--- config.mk ---
export PLATFORM = sky130hd
export DESIGN_NAME = space_wire_time_code_manager
export DESIGN_NICKNAME = d
export VERILOG_FILES = /design/src/rtl/space_wire_time_code_manager.sv
export SDC_FILE = /design/constraint.sdc
export NUM_CORES = 1
export LEC_CHECK = 0
export ABC_AREA = 1
export BUFFER_PORTS_ARGS = -buffer_cell sky130_fd_sc_hd__buf_2
export CAP_MARGIN = 0
export CORE_ASPECT_RATIO = 0.8
export CORE_MARGIN = 3
export CORE_UTILIZATION = 26
export DETAILED_ROUTE_END_ITERATION = 16
export PLACE_DENSITY = 0.53
export SYNTH_ARGS = -nofsm -noshare
export SYNTH_HDL_FRONTEND = slang
export SYNTH_SLANG_ARGS = --single-unit
--- constraint.sdc ---
create_clock -name i_clk -period 4 [get_ports i_clk]
set_input_delay 0.8 -clock i_clk [delete_from_list [all_inputs] [get_ports i_clk]]
set_output_delay 0.8 -clock i_clk [all_outputs]
set_load 0.005 [all_outputs]
--- src/rtl/space_wire_time_code_manager.sv ---
// SpaceWire time-code manager: validates received time-codes as time slave,
// or generates periodic / requested time-codes for the transmitter as time master.
module space_wire_time_code_manager #(
  parameter int TIME_WIDTH   = 6,
  parameter int PERIOD_WIDTH = 16,
  parameter int ERR_WIDTH    = 8
) (
  input  logic                    i_clk,
  input  logic                    i_reset_n,
  input  logic                    i_master,
  input  logic [PERIOD_WIDTH-1:0] i_period,
  input  logic                    i_tick_req,
  input  logic [1:0]              i_flags,
  input  logic                    i_got_time_code,
  input  logic [TIME_WIDTH+1:0]   i_rx_time_code,
  input  logic                    i_tx_ack,
  input  logic                    i_clear_errors,
  output logic                    o_tx_req,
  output logic [TIME_WIDTH+1:0]   o_tx_time_code,
  output logic [TIME_WIDTH-1:0]   o_time_out,
  output logic [1:0]              o_control_flags_out,
  output logic                    o_tick_out,
  output logic                    o_locked,
  output logic                    o_seq_error,
  output logic                    o_timeout,
  output logic                    o_overrun,
  output logic [ERR_WIDTH-1:0]    o_error_count
);

  localparam int CODE_W = TIME_WIDTH + 2;

  logic [PERIOD_WIDTH-1:0] period_cnt_q;
  logic                    timeout_armed_q;
  logic                    master_q;

  logic [TIME_WIDTH-1:0]   expected_time;
  logic [TIME_WIDTH-1:0]   rx_time;
  logic [1:0]              rx_flags;
  logic                    period_on;
  logic                    period_hit;
  logic                    mode_change;
  logic                    tx_acked;
  logic                    master_event;
  logic                    rx_in_seq;
  logic                    seq_err_now;

  // The local time and the time a slave expects next are always one apart,
  // so "expected" is derived rather than stored.
  assign expected_time = o_time_out + 1'b1;
  assign rx_time       = i_rx_time_code[TIME_WIDTH-1:0];
  assign rx_flags      = i_rx_time_code[CODE_W-1:TIME_WIDTH];

  // ">=" rather than "==" so a period shortened on the fly cannot strand the counter.
  assign period_on   = (i_period != '0);
  assign period_hit  = period_on && (period_cnt_q >= (i_period - 1'b1));
  assign mode_change = (i_master != master_q);

  // Transmit handshake: o_tx_req/o_tx_time_code stay stable while o_tx_req=1;
  // a transfer completes on any edge where o_tx_req=1 and i_tx_ack=1.
  assign tx_acked     = o_tx_req && i_tx_ack;
  assign master_event = i_master && !mode_change && (period_hit || i_tick_req);

  assign rx_in_seq   = (rx_time == expected_time);
  assign seq_err_now = !i_master && !mode_change && i_got_time_code && !rx_in_seq;

  always_ff @(posedge i_clk) begin
    if (!i_reset_n) begin
      o_time_out          <= '0;
      o_control_flags_out <= '0;
      o_tx_req            <= 1'b0;
      o_tx_time_code      <= '0;
      o_tick_out          <= 1'b0;
      o_locked            <= 1'b0;
      o_seq_error         <= 1'b0;
      o_timeout           <= 1'b0;
      o_overrun           <= 1'b0;
      period_cnt_q        <= '0;
      timeout_armed_q     <= 1'b1;
      master_q            <= i_master;
    end else begin
      o_tick_out  <= 1'b0;
      o_seq_error <= 1'b0;
      o_timeout   <= 1'b0;
      o_overrun   <= 1'b0;
      master_q    <= i_master;

      if (mode_change) begin
        // Switching roles discards any pending code but keeps the time base.
        period_cnt_q    <= '0;
        o_tx_req        <= 1'b0;
        o_tx_time_code  <= '0;
        o_locked        <= 1'b0;
        timeout_armed_q <= 1'b1;
      end else if (i_master) begin
        o_locked <= 1'b0;

        if (master_event || !period_on) begin
          period_cnt_q <= '0;
        end else begin
          period_cnt_q <= period_cnt_q + 1'b1;
        end

        if (master_event) begin
          if (!o_tx_req || tx_acked) begin
            o_time_out          <= expected_time;
            o_control_flags_out <= i_flags;
            o_tx_time_code      <= {i_flags, expected_time};
            o_tx_req            <= 1'b1;
            o_tick_out          <= 1'b1;
          end else begin
            o_overrun <= 1'b1;
          end
        end else if (tx_acked) begin
          o_tx_req <= 1'b0;
        end
      end else begin
        o_tx_req <= 1'b0;

        if (i_got_time_code) begin
          // Received time and flags are always adopted, in sequence or not.
          o_time_out          <= rx_time;
          o_control_flags_out <= rx_flags;
          period_cnt_q        <= '0;
          timeout_armed_q     <= 1'b1;
          if (rx_in_seq) begin
            o_tick_out <= 1'b1;
            o_locked   <= 1'b1;
          end else begin
            o_seq_error <= 1'b1;
            o_locked    <= 1'b0;
          end
        end else if (period_on) begin
          if (period_hit) begin
            period_cnt_q <= '0;
            if (timeout_armed_q) begin
              o_timeout       <= 1'b1;
              o_locked        <= 1'b0;
              timeout_armed_q <= 1'b0;
            end
          end else begin
            period_cnt_q <= period_cnt_q + 1'b1;
          end
        end else begin
          period_cnt_q <= '0;
        end
      end
    end
  end

  // A clear coinciding with a sequence error leaves that error counted.
  always_ff @(posedge i_clk) begin
    if (!i_reset_n) begin
      o_error_count <= '0;
    end else if (i_clear_errors) begin
      o_error_count <= seq_err_now ? ERR_WIDTH'(1) : '0;
    end else if (seq_err_now && !(&o_error_count)) begin
      o_error_count <= o_error_count + 1'b1;
    end
  end

endmodule
=== After elaboration in Yosys (flattened, before gate mapping) ===
Cells that the tools add are included.

* Register bits after elaboration: 48
* Bits in latches: 0
* RAM bits: 0
* Bits in read-only memories: 0
* Input port bits: 33
* Output and inout bits: 30
* Logic and storage cells: 100
* Memories: 0

* Add/subtract/negate cells: 4
* Multipliers: 0
* Div/mod/pow operators: 0
* $lt $le $gt $ge: 1
* Equal/unequal tests: 5
* Shift operators: 0
* Mux-type cells: 34
* Bitwise logic cells: 7
* Reduce and logical (&&, ||, !) cells: 36

{| class="wikitable"
|+ Operators with widths
! operator !! number
|-
| $mux 16 || 5
|-
| $mux 6 || 4
|-
| $mux 1 || 19
|-
| $add 16x1->16 const B || 1
|-
| $ge 16x16->1 || 1
|-
| $mux 8 || 2
|-
| $reduce_bool 16->1 || 1
|-
| $sub 16x1->16 const B || 1
|-
| $reduce_bool 2->1 || 6
|-
| $reduce_and 3->1 || 3
|-
| $add 8x1->8 const B || 1
|-
| $logic_and 1x1->1 || 8
|-
| $mux 2 || 4
|-
| $reduce_and 8->1 || 1
|-
| $reduce_or 4->1 || 2
|-
| $not 1->1 || 7
|-
| $add 6x1->6 const B || 1
|-
| $eq 6x6->1 || 1
|-
| $logic_not 1->1 || 6
|-
| $ne 2x1->1 const B || 3
|-
| $reduce_or 3->1 || 2
|-
| $reduce_or 6->1 || 1
|-
| $reduce_and 4->1 || 1
|-
| $logic_or 1x1->1 || 3
|-
| 3 further kinds || 3
|}

=== Depth between registers and ports, before layout ===
* Depth after elaboration: 8
* Gate-level depth with buffers: 25
* Depth with buffers taken out: 24

=== Least setup slack after synthesis ===
Ideal clock, no wire load.

* Kind: input -> register
* From: input port i_period[2]
* To: register o_time_out[4]
* Library setup time: 113 ps
* Data arrival time: 3172 ps
* Required time: 3887 ps
* Path slack: 715 ps
* Stages on the path: 24
* Path buffers: 1
* Cell sequence: or2_1 > nor3_2 > nand2_2 > nor2_4 > nand2_2 > nor2_2 > nand2_2 > nor3_2 > xor2_1 > inv_1 > ha_1 > a21oi_1 > o21ai_0 > a21oi_1 > nand2_1 > nand2_2 > nand2_4 > nand2_4 > nand2_4 > nand2_4 > buf_6 > nand2_1 > nand2_1 > nor2_1

* Cells in the longest elaborated chain, start to end: 7
* Elaborated cells between the ends (all ways): 8
* Those cells by class: 1 x add/sub; 1 x order compare; 1 x eq/ne; 5 x reduce/logical

{| class="wikitable"
|+ RTL lines
! item !! RTL line !! RTL
|-
| start: declaration || 11 || <nowiki>input logic [PERIOD_WIDTH-1:0] i_period,</nowiki>
|-
| $sub 16x1->16 || 55 || <nowiki>assign period_hit = period_on && (period_cnt_q >= (i_period - 1'b1));</nowiki>
|-
| $ge 16x16->1 || 55 ||
|-
| $logic_and 1x1->1 (*) || 55 ||
|-
| $logic_or 1x1->1 (*) || 61 || <nowiki>assign master_event = i_master && !mode_change && (period_hit || i_tick_req);</nowiki>
|-
| $logic_and 1x1->1 (*) || 61 ||
|-
| $ne 2x1->1 (no line) (*) || -- ||
|-
| $reduce_and 4->1 (no line) (*) || -- ||
|-
| end signal: assignment || 105 || <nowiki>o_time_out <= expected_time;</nowiki>
|-
| end signal: assignment || 121 || <nowiki>o_time_out <= rx_time;</nowiki>
|-
| end: declaration || 20 || <nowiki>output logic [TIME_WIDTH-1:0] o_time_out,</nowiki>
|}

Every way passes the cells marked *; elsewhere a longest branch is shown, timed or not.
A chain may end at the register's enable or synchronous reset.

=== Worst setup path in the final report ===
* From: input port i_period[2]
* To: register o_tx_time_code[5]

* Cells in the longest elaborated chain, start to end: 6
* Elaborated cells between the ends (all ways): 7
* Those cells by class: 1 x add/sub; 1 x order compare; 5 x reduce/logical

{| class="wikitable"
|+ RTL lines
! item !! RTL line !! RTL
|-
| $sub 16x1->16 || 55 ||
|-
| $ge 16x16->1 || 55 ||
|-
| $logic_and 1x1->1 (*) || 55 ||
|-
| $logic_or 1x1->1 (*) || 61 ||
|-
| $logic_and 1x1->1 (*) || 61 ||
|-
| $reduce_and 3->1 (no line) (*) || -- ||
|-
| end signal: assignment || 107 || <nowiki>o_tx_time_code <= {i_flags, expected_time};</nowiki>
|-
| end: declaration || 19 || <nowiki>output logic [TIME_WIDTH+1:0] o_tx_time_code,</nowiki>
|}

Marks and branches as above.

==> impl_metrics.env <==
export IMPL_status="completed"
export IMPL_ff2ff_setup_slack_ns=1.84
export IMPL_gr_total_overflow=0
export IMPL_wl_per_cell_um=11.12
export IMPL_grt_pass1_wl_mm=13.27
export IMPL_setup_viol=0
export IMPL_clk_pin_slew_worst_paths_ns=0.07
export IMPL_die_w_um=131.0
export IMPL_drive_above_1_share_pct=20.71
export IMPL_setup_tns_final_ns=0
export IMPL_drt_wl_total_mm=7.807
export IMPL_root_buffer="clkbuf_16"
export IMPL_postCtsHoldBufs=0
export IMPL_holdCritPathClass="reg -> reg"
export IMPL_vias=3020
export IMPL_grt_antenna_before_repair=0
export IMPL_io_pin_count=63
export IMPL_post_cts_setup_buffer_count=0
export IMPL_layout_setup_ws_ns=0.6152
export IMPL_synth_ff_type="dfxtp_1"
export IMPL_maxSlewHeadroom_pct=70.62
export IMPL_ys_warn_count=0
export IMPL_syn_inst=472
export IMPL_place_ws_ns=0.2770
export IMPL_cts_tree="yes"
export IMPL_tightest_slew_ns=0.4402
export IMPL_peakVddDrop_v=0.0001867
export IMPL_finalClockSkew_ns=0.004646
export IMPL_crit_required_ns=4.21
export IMPL_p_seq_share_pct=45.6
export IMPL_clock_sinks=48
export IMPL_nets=590
export IMPL_row_count=35
export IMPL_leakagePower_nw=1.904
export IMPL_place_gp_congestion=0.8146
export IMPL_finalMaxSlewViolations=0
export IMPL_r2r_cells=15
export IMPL_coreArea_mm2=0.01187
export IMPL_place_hpwl_mm=6.439
export IMPL_drt_initial_drc_count=145
export IMPL_drtAntennaViolNets=0
export IMPL_crit_path_end_kind="register"
export IMPL_rsz0062_at_grt="no"
export IMPL_cp_arrival_ns=3.60
export IMPL_die_h_um=106.0
export IMPL_die_area_mm2=0.01388
export IMPL_antenna_diode_count=0
export IMPL_synth_area_mm2=0.003248
export IMPL_yosys_cell_types_count=37
export IMPL_cts_max_level=2
export IMPL_max_cap_violations=0
export IMPL_finalHoldViolCount=0
export IMPL_crit_end="o_tx_time_code[5]"
export IMPL_crit_type="in -> reg"
export IMPL_final_common_cell="nand2_1"
export IMPL_final_cell_mix="nand2_1, inv_1, buf_2"
export IMPL_p_sw_w=0.0003006
export IMPL_syn_avg_cell_area_um2=6.882
export IMPL_ctsLongestPathBuffers=2
export IMPL_track_usage_pct=11.74
export IMPL_ys_ff_latch=48
export IMPL_first_pass_iters=4
export IMPL_initial_utilization_pct=27.37
export IMPL_period_minus_slack_ns=3.385
export IMPL_synth_nets=527
export IMPL_start_kind="primary input"
export IMPL_powerDensity_mw_per_mm2=282.4
export IMPL_grt_pass1_vias=2859
export IMPL_fillers=1289
export IMPL_grt_start_max_net_pins=16
export IMPL_post_route_drc_count=0
export IMPL_port_buffers=62
export IMPL_clock_latency_ns=0.29
export IMPL_routed_via_density=4.302
export IMPL_cts_made_buffers=5
export IMPL_cts_resized=0
export IMPL_r2r_end="o_tx_time_code[5]"
export IMPL_fmax_ghz=0.2954
export IMPL_area_growth_pct=19.38
export IMPL_power_frac_comb_pct=14.2
export IMPL_switching_share_pct=27.45
export IMPL_layout_worst_path_cycle_share_pct=84.62
export IMPL_cp_startpoint="i_period[2]"
export IMPL_clkPwrFrac_pct=40.2
export IMPL_p_int_w=0.0007943
export IMPL_seq_area_frac_synth_pct=29.58
export IMPL_worstPathMaxFanout=10
export IMPL_synth_edf_count=0
export IMPL_r2r_start="period_cnt_q[7]"
export IMPL_async_flop_share_pct=0
[layer usage]
layer	global-route usage, %	vias to the layer above	routed length [µm]
met5	0	-	0
met2	17.32	50	3225
met3	2.411	6	292
met1	17.24	1364	4198
met4	3.084	0	91
li1	-	1600	-
[cell usage after synthesis (2+ instances only)]
cell type / instances / share of area [%]
nand2_4: 4 / 1.4
nand4_1: 8 / 1.5
inv_1: 76 / 8.8
nor3_1: 9 / 1.4
nor2_1: 55 / 6.4
nand2_2: 7 / 1.3
nor2_2: 14 / 2.7
clkbuf_1: 3 / 0.35
o21ai_0: 17 / 2.6
xor2_1: 20 / 5.4
a21oi_1: 20 / 3.1
xnor2_1: 9 / 2.4
nand3_1: 21 / 3.2
nand2_1: 113 / 13
inv_2: 2 / 0.23
ha_1: 22 / 8.5
nor3_2: 3 / 0.92
dfxtp_1: 48 / 30
nand4_2: 2 / 0.77
nor2_4: 2 / 0.69
[per-stage QoR]
| stage | cells | total power, W | utilization (%) | hold WS [ns] | instance area (µm²) |
|---|---|---|---|---|---|
| floorplan | 472 | 0.0006118 | - | 0.4173 | 3248 |
| global placement | 694 | 0.0006636 | 31.38 | 0.4422 | 3724 |
| detailed placement | 694 | 0.0006662 | 31.38 | 0.4517 | 3724 |
| CTS | 702 | 0.001110 | 32.67 | 0.4681 | 3877 |
| global route | 702 | 0.001152 | 32.67 | 0.5028 | 3877 |
| finish | 702 | 0.001095 | 32.67 | 0.4634 | 3877 |
[kinds of logic after synthesis]
| logic type | after synthesis | synth area share (%) |
|---|---|---|
| compound gates | 40 | 6.394 |
| xor+xnor | 29 | 7.820 |
| fa+ha+maj | 22 | 8.474 |
| buf+inv | 84 | 10.32 |
| flops | 48 | 29.58 |
| simple gates | 249 | 37.40 |
[worst max-delay path: stages]
cell and delay (ns):
buf_2 0.12, or2_1 0.25, nor3_2 0.13, nand2_2 0.10, nor2_4 0.11, nand2_2 0.07
nor2_2 0.11, nand2_2 0.08, nor3_2 0.12, xor2_1 0.15, inv_1 0.05, ha_1 0.29
nand2_1 0.08, nor3_1 0.18, nand2_1 0.07, nand2_1 0.09, nand2_2 0.08, nand2_4 0.08
nand3_2 0.22, inv_2 0.21, nand2_1 0.07, a21oi_1 0.14
[area by class of cell]
class | count | area [µm²] | area share (%)
inverter | 78 | 292.8 | 7.551
sequential | 48 | 960.9 | 24.78
multi-input combinational | 340 | 1952 | 50.34
timing repair buffer | 62 | 310.3 | 8.003
tap | 166 | 207.7 | 5.357
clock inverter | 2 | 15.01 | 0.3872
clock buffer | 6 | 138.9 | 3.582
[sequential cells by signal, indices dropped and copies added, names as in the netlist]
| name | cells |
|---|---|
| period_cnt_q | 16 |
| o_error_count | 8 |
| o_tx_time_code | 8 |
| o_time_out | 6 |
| o_control_flags_out | 2 |
| master_q | 1 |
| o_locked | 1 |
| o_overrun | 1 |
| o_seq_error | 1 |
| o_tick_out | 1 |
| o_timeout | 1 |
| o_tx_req | 1 |
| timeout_armed_q | 1 |
[power groups by stage]
stage                     Combinational [W]  Sequential, W  Clock (W)
after global placement             0.000154       0.000510          0
after detailed placement           0.000156       0.000511          0
after global routing               0.000178       0.000501   0.000473
after floorplan                    0.000104       0.000508          0
after CTS                          0.000157       0.000500   0.000453
final                              0.000155       0.000500   0.000440
[how the worst min path moves through the flow]
stage / start / end / depth (start not counted)
3_3_place_gp: period_cnt_q[0] / period_cnt_q[0] / 1
4_1_cts: period_cnt_q[0] / period_cnt_q[0] / 1
3_5_place_dp: period_cnt_q[0] / period_cnt_q[0] / 1
6_report: period_cnt_q[0] / period_cnt_q[0] / 1
2_1_floorplan: period_cnt_q[0] / period_cnt_q[0] / 1
5_1_grt: period_cnt_q[0] / period_cnt_q[0] / 1
(Power assumes the default switching activity.)
